===== config.mk =====
export PLATFORM = sky130hd
export DESIGN_NAME = regfile_write_arbiter
export DESIGN_NICKNAME = d
export VERILOG_FILES = /design/src/rtl/regfile_write_arbiter.sv
export SDC_FILE = /design/constraint.sdc
export NUM_CORES = 1
export LEC_CHECK = 0
export ABC_AREA = 1
export BUFFER_PORTS_ARGS = -buffer_cell sky130_fd_sc_hd__buf_4
export CORE_ASPECT_RATIO = 0.8
export CORE_MARGIN = 1.5
export CORE_UTILIZATION = 45
export CTS_BUF_LIST = sky130_fd_sc_hd__clkbuf_4 sky130_fd_sc_hd__clkbuf_8 sky130_fd_sc_hd__clkbuf_16
export DETAILED_ROUTE_END_ITERATION = 8
export PLACE_DENSITY = 0.67
export SETUP_SLACK_MARGIN = 0.3
export SYNTH_ARGS = -nofsm -noshare
export SYNTH_HDL_FRONTEND = slang
export SYNTH_SLANG_ARGS = --single-unit

===== constraint.sdc =====
create_clock -name clk -period 4.9 [get_ports clk]
set_input_delay 0.245 -clock clk [delete_from_list [all_inputs] [get_ports clk]]
set_output_delay 0.245 -clock clk [all_outputs]
set_load 0.01 [all_outputs]

===== src/rtl/regfile_write_arbiter.sv =====
// Register-file write-port arbiter: primary write-back, FIFO-buffered mul/div results, busy scoreboard.
// Optional WB_FORWARD_EN adds forwarding of the value currently being committed to the decode sources.
module regfile_write_arbiter #(
  parameter int DEPTH = 2,
  parameter int AW    = 5,
  parameter int DW    = 32
) (
  input  logic          clk,
  input  logic          rstn,
  input  logic          i_pri_we,
  input  logic [AW-1:0] i_pri_wra,
  input  logic [DW-1:0] i_pri_wrd,
  input  logic          i_sec_valid,
  output logic          o_sec_ready,
  input  logic [AW-1:0] i_sec_wra,
  input  logic [DW-1:0] i_sec_wrd,
  input  logic          i_issue_valid,
  input  logic [AW-1:0] i_issue_rd,
  output logic          o_issue_ready,
  input  logic [AW-1:0] i_ra1,
  input  logic [AW-1:0] i_ra2,
  input  logic [AW-1:0] i_dst,
  output logic          o_stall,
`ifdef WB_FORWARD_EN
  output logic          o_fwd1_hit,
  output logic [DW-1:0] o_fwd1_data,
  output logic          o_fwd2_hit,
  output logic [DW-1:0] o_fwd2_data,
`endif
  output logic          o_regWe,
  output logic [AW-1:0] o_WRA,
  output logic [DW-1:0] o_WRD
);

  localparam int NR = 1 << AW;
  localparam int PW = (DEPTH > 1) ? $clog2(DEPTH) : 1;
  localparam int CW = $clog2(DEPTH + 1);

  logic [AW-1:0] fifo_wra [DEPTH];
  logic [DW-1:0] fifo_wrd [DEPTH];
  logic [PW-1:0] wr_ptr, rd_ptr;
  logic [CW-1:0] count;
  logic [NR-1:0] busy, busy_nxt;
  logic          src_sec;

  logic full, empty, push, pop, pri_take, busy_clr, busy_set;

  assign full        = (count == CW'(DEPTH));
  assign empty       = (count == '0);
  assign o_sec_ready = rstn && !full;
  assign push        = i_sec_valid && o_sec_ready;
  assign pri_take    = i_pri_we && (i_pri_wra != '0);
  assign pop         = !pri_take && !empty;

  // A secondary write is in flight while o_regWe is high; its busy bit drops at the commit edge.
  assign busy_clr      = o_regWe && src_sec;
  assign o_issue_ready = !busy[i_issue_rd];
  assign busy_set      = i_issue_valid && o_issue_ready && (i_issue_rd != '0);

  always_comb begin
    busy_nxt = busy;
    if (busy_clr) busy_nxt[o_WRA] = 1'b0;
    if (busy_set) busy_nxt[i_issue_rd] = 1'b1;
    busy_nxt[0] = 1'b0;
  end

`ifdef WB_FORWARD_EN
  logic clr_ra1, clr_ra2;
  assign o_fwd1_hit  = o_regWe && (o_WRA == i_ra1) && (i_ra1 != '0);
  assign o_fwd2_hit  = o_regWe && (o_WRA == i_ra2) && (i_ra2 != '0);
  assign o_fwd1_data = o_WRD;
  assign o_fwd2_data = o_WRD;
  assign clr_ra1     = busy_clr && o_fwd1_hit;
  assign clr_ra2     = busy_clr && o_fwd2_hit;
  assign o_stall     = (busy[i_ra1] && !clr_ra1) || (busy[i_ra2] && !clr_ra2) || busy[i_dst];
`else
  assign o_stall     = busy[i_ra1] || busy[i_ra2] || busy[i_dst];
`endif

  always_ff @(posedge clk) begin
    if (!rstn) begin
      wr_ptr  <= '0;
      rd_ptr  <= '0;
      count   <= '0;
      busy    <= '0;
      src_sec <= 1'b0;
      o_regWe <= 1'b0;
      o_WRA   <= '0;
      o_WRD   <= '0;
    end else begin
      if (push) begin
        fifo_wra[wr_ptr] <= i_sec_wra;
        fifo_wrd[wr_ptr] <= i_sec_wrd;
        wr_ptr           <= wr_ptr + 1'b1;
      end
      if (pop) rd_ptr <= rd_ptr + 1'b1;
      if (push && !pop)      count <= count + 1'b1;
      else if (!push && pop) count <= count - 1'b1;

      if (pri_take) begin
        o_regWe <= 1'b1;
        o_WRA   <= i_pri_wra;
        o_WRD   <= i_pri_wrd;
        src_sec <= 1'b0;
      end else if (pop) begin
        // r0 results are consumed silently.
        o_regWe <= (fifo_wra[rd_ptr] != '0);
        o_WRA   <= fifo_wra[rd_ptr];
        o_WRD   <= fifo_wrd[rd_ptr];
        src_sec <= 1'b1;
      end else begin
        o_regWe <= 1'b0;
        src_sec <= 1'b0;
      end

      busy <= busy_nxt;
    end
  end

endmodule


==> impl_metrics.ini <==
[finish]
stdcell_area_mm2 = 0.00923
total_area_of_multi_input_combinational_cells_mm2 = 0.00295
area_growth_synth_to_finish_pct = 28.7
fin_nets = 1122
final_common_cell = sky130_fd_sc_hd__nand2_1
drive_gt1_share_pct = 18.1
ff_latch_area_mm2 = 0.00372
fillCellCount = 1399
mostFrequentLayoutCells = 210 x sky130_fd_sc_hd__nand2_1, 143 x sky130_fd_sc_hd__buf_4, 97 x sky130_fd_sc_hd__o21ai_0
post_layout_nonfiller_instances = 1250
final_core_util_pct = 58.8
num_antenna_cells = 0

[grt]
vias_in_the_first_global_route = 5985
grtUsageTotal_pct = 24.6
globalRouteOverflowTotal = 0
grt_first_pass_wirelength_um = 31300
initial_antenna_violation_count = 0
grt_max_degree = 42

[clock_network]
cts_buffer_depth = 2
cts.sink_count = 149
h-tree-depth = 4
ctsResizeCount = 0
number_of_buffers_created_by_cts = 17
clock-root-buffer = sky130_fd_sc_hd__clkbuf_16
clk_latency_ns = 0.43
tritoncts = yes
cts.clk_slew.worst_paths_ns = 0.07

[route]
drt-pass1-iter-count = 5
num_vias = 6574
detail_route.drc_violations = 0
totalWireLength_um = 19900
antenna_left = 0
route.detailed.vias_per_inst = 5.26
post_drt_wl_per_cell_um = 15.9
dr.first_iter.drc_count = 564

[worst_setup_path]
critical_path.startpoint_type = input port
worst-r2r-cell-count = 4
crit_required_ns = 5.27
library_cell_contributing_the_largest_single_delay_on_the_critical_path = sky130_fd_sc_hd__inv_1
cp_max_fo = 28
setup.worst_path.end_class = register
cell_repeated_most_along_the_worst_path = sky130_fd_sc_hd__nand2_1
cp_data_arrival_time_ns = 3.28
critical_path.max_stage_delay_ns = 0.86
timing.critical_path.cells = buf_4, nor3_1, nand3_1, nand2_1, nand2_1, inv_1, nand2_1, o211ai_1, nand2_1, inv_1
critPathKind = in2reg

[power_and_ir_drop]
ir_drop_v = 0.000284
power.share.clock_pct = 36.4
combinationalPowerShare_pct = 19.7
power_density_mw_per_mm2 = 371
power_leakage_nw = 3.82
power_switching_w = 0.00105
power.sequential.fraction_pct = 43.9
power.switching_fraction_pct = 30.7
design_internal_power_w = 0.00238

[floorplanning]
die_area_mm2 = 0.0167
initial_core_util_pct = 45.7
std_cell_rows = 41
die-width_um = 144
floorplan.io_pins = 140
core_area_mm2 = 0.0157
dieHeight_um = 116

[timing]
maxClockFrequency_mhz = 344
finClkSkew_ns = 0.00758
final-setup-viol-count = 0
timing.slew.headroom_pct = 23.0
setup_tns_ns = 0
endpoints_failing_hold = 0
fin_ws_ns = 1.99
final.period_utilization_pct = 59.3
max_slew.worst_pin.slew_ns = 1.15
final_period_minus_worst_setup_slack_ns = 2.91
rsz0062_at_grt = no
maxSlewViolCount = 0

[logic_synthesis]
syn_nets = 968
summed_instance_area_of_the_synthesized_netlist_mm2 = 0.00717
ys_ff_latch = 149
synthesis.instances = 868
post_synth_num_cell_types = 30
synth.yosys.warnings = 0
post_synth.cell_area_avg_um2 = 8.26
synth_seq_area_share_pct = 51.9

[run]
cap_viol_max_count = 0

[place]
dp_hpwl_um = 13400
detailedPlace.worstSlack_ns = 1.57
dp_cells = 1183
io_buffers = 139
placed_cell_area_mm2 = 0.00832
gp_congestion = 0.870

[min_path]
worstHoldPathType = in2reg
holdPathStages = 1

[run_status]
result_of_the_run = completed
[critical path: cells and delay by family]
| kind | cells | cell delay [ns] |
|---|---|---|
| AO/OA/AOI/OAI | 1 | 0.15 |
| buffers and inverters | 3 | 1.02 |
| AND/OR/NAND/NOR | 6 | 1.86 |
[per-stage QoR]
stage / total power [W] / hold WS, ns
2_1_floorplan: 0.00190 / 0.344
3_3_place_gp: 0.00217 / 0.431
3_5_place_dp: 0.00218 / 0.433
4_1_cts: 0.00343 / 0.000448
5_1_grt: 0.00358 / 0.00494
6_report: 0.00343 / 0.0172
[cell type report]
type                            count  share of cell area (%)
Clock buffer                       17                    4.61
Clock inverter                     15                    1.48
Inverter                           80                    3.25
Multi-Input combinational cell    596                    32.0
Sequential cell                   149                    40.3
Tap cell                          215                    2.91
Timing Repair Buffer              178                    15.4
[cell usage after synthesis (all sizes together)]
| library cell | number | share of area [%] |
|---|---|---|
| clkinv | 2 | 0.10 |
| nor2 | 58 | 3.2 |
| dfxtp | 75 | 21 |
| ha | 1 | 0.17 |
| a21oi | 63 | 4.4 |
| nand3 | 72 | 5.0 |
| nand2 | 212 | 11 |
| xor2 | 1 | 0.12 |
| buf | 17 | 1.7 |
| o21bai | 4 | 0.42 |
| clkbuf | 26 | 1.4 |
| o22ai | 3 | 0.26 |
| nand3b | 1 | 0.10 |
| o221ai | 7 | 0.85 |
| a211oi | 1 | 0.10 |
| mux2i | 26 | 3.6 |
| o21ai | 99 | 6.9 |
| o211ai | 30 | 3.1 |
| a31oi | 6 | 0.52 |
| edfxtp | 74 | 31 |
| nor3 | 11 | 0.77 |
| inv | 78 | 4.1 |
| or2 | 1 | 0.087 |
[registers in the layout, indices dropped and copies added (netlist names), named ones only]
register	count
fifo_wra	10
rd_ptr	1
src_sec	1
fifo_wrd	64
count	2
o_regWe	1
o_WRD	32
busy	31
o_WRA	5
wr_ptr	1
[kinds of logic (layout without fill, tap and decap cells)]
kind of cell	after synthesis	after routing	synth area share, %
compound gates	213	213	16.6
simple gates	355	355	20.4
buf+inv	123	290	7.20
fa+ha+maj	1	1	0.174
flops	149	149	51.9
mux	26	26	3.63
xor+xnor	1	1	0.122
[power groups by stage]
stage | clock network [W] | registers (W) | logic, W
final | 0.00125 | 0.00150 | 0.000674
after global routing | 0.00132 | 0.00152 | 0.000743
after CTS | 0.00126 | 0.00150 | 0.000668
after detailed placement | 0 | 0.00153 | 0.000645
after global placement | 0 | 0.00153 | 0.000636
after floorplan | 0 | 0.00151 | 0.000389
[worst paths after layout]
check              endpoint    startpoint  slack [ns]
min          fifo_wra[0][3]  i_sec_wra[3]        0.02
max               o_WRD[20]  i_pri_wra[2]        1.99
max reg2reg  fifo_wrd[0][5]      count[0]        2.64
min reg2reg        register        rd_ptr        0.51
[per-layer routing]
metal / global-route usage (%) / part of all wire [%]
met4: 8.08 / 1.9
met2: 36.1 / 43
met5: 0 / 0
met1: 36.2 / 47
met3: 5.21 / 7.7
[timing repair]
action | CTS | global route
hold buffers | 30 | 5
endpoints found under the setup margin | 0 | 0
endpoints found under the hold margin | 58 | 9
buffers inserted | 0 | 0
(Power assumes the default switching activity.)
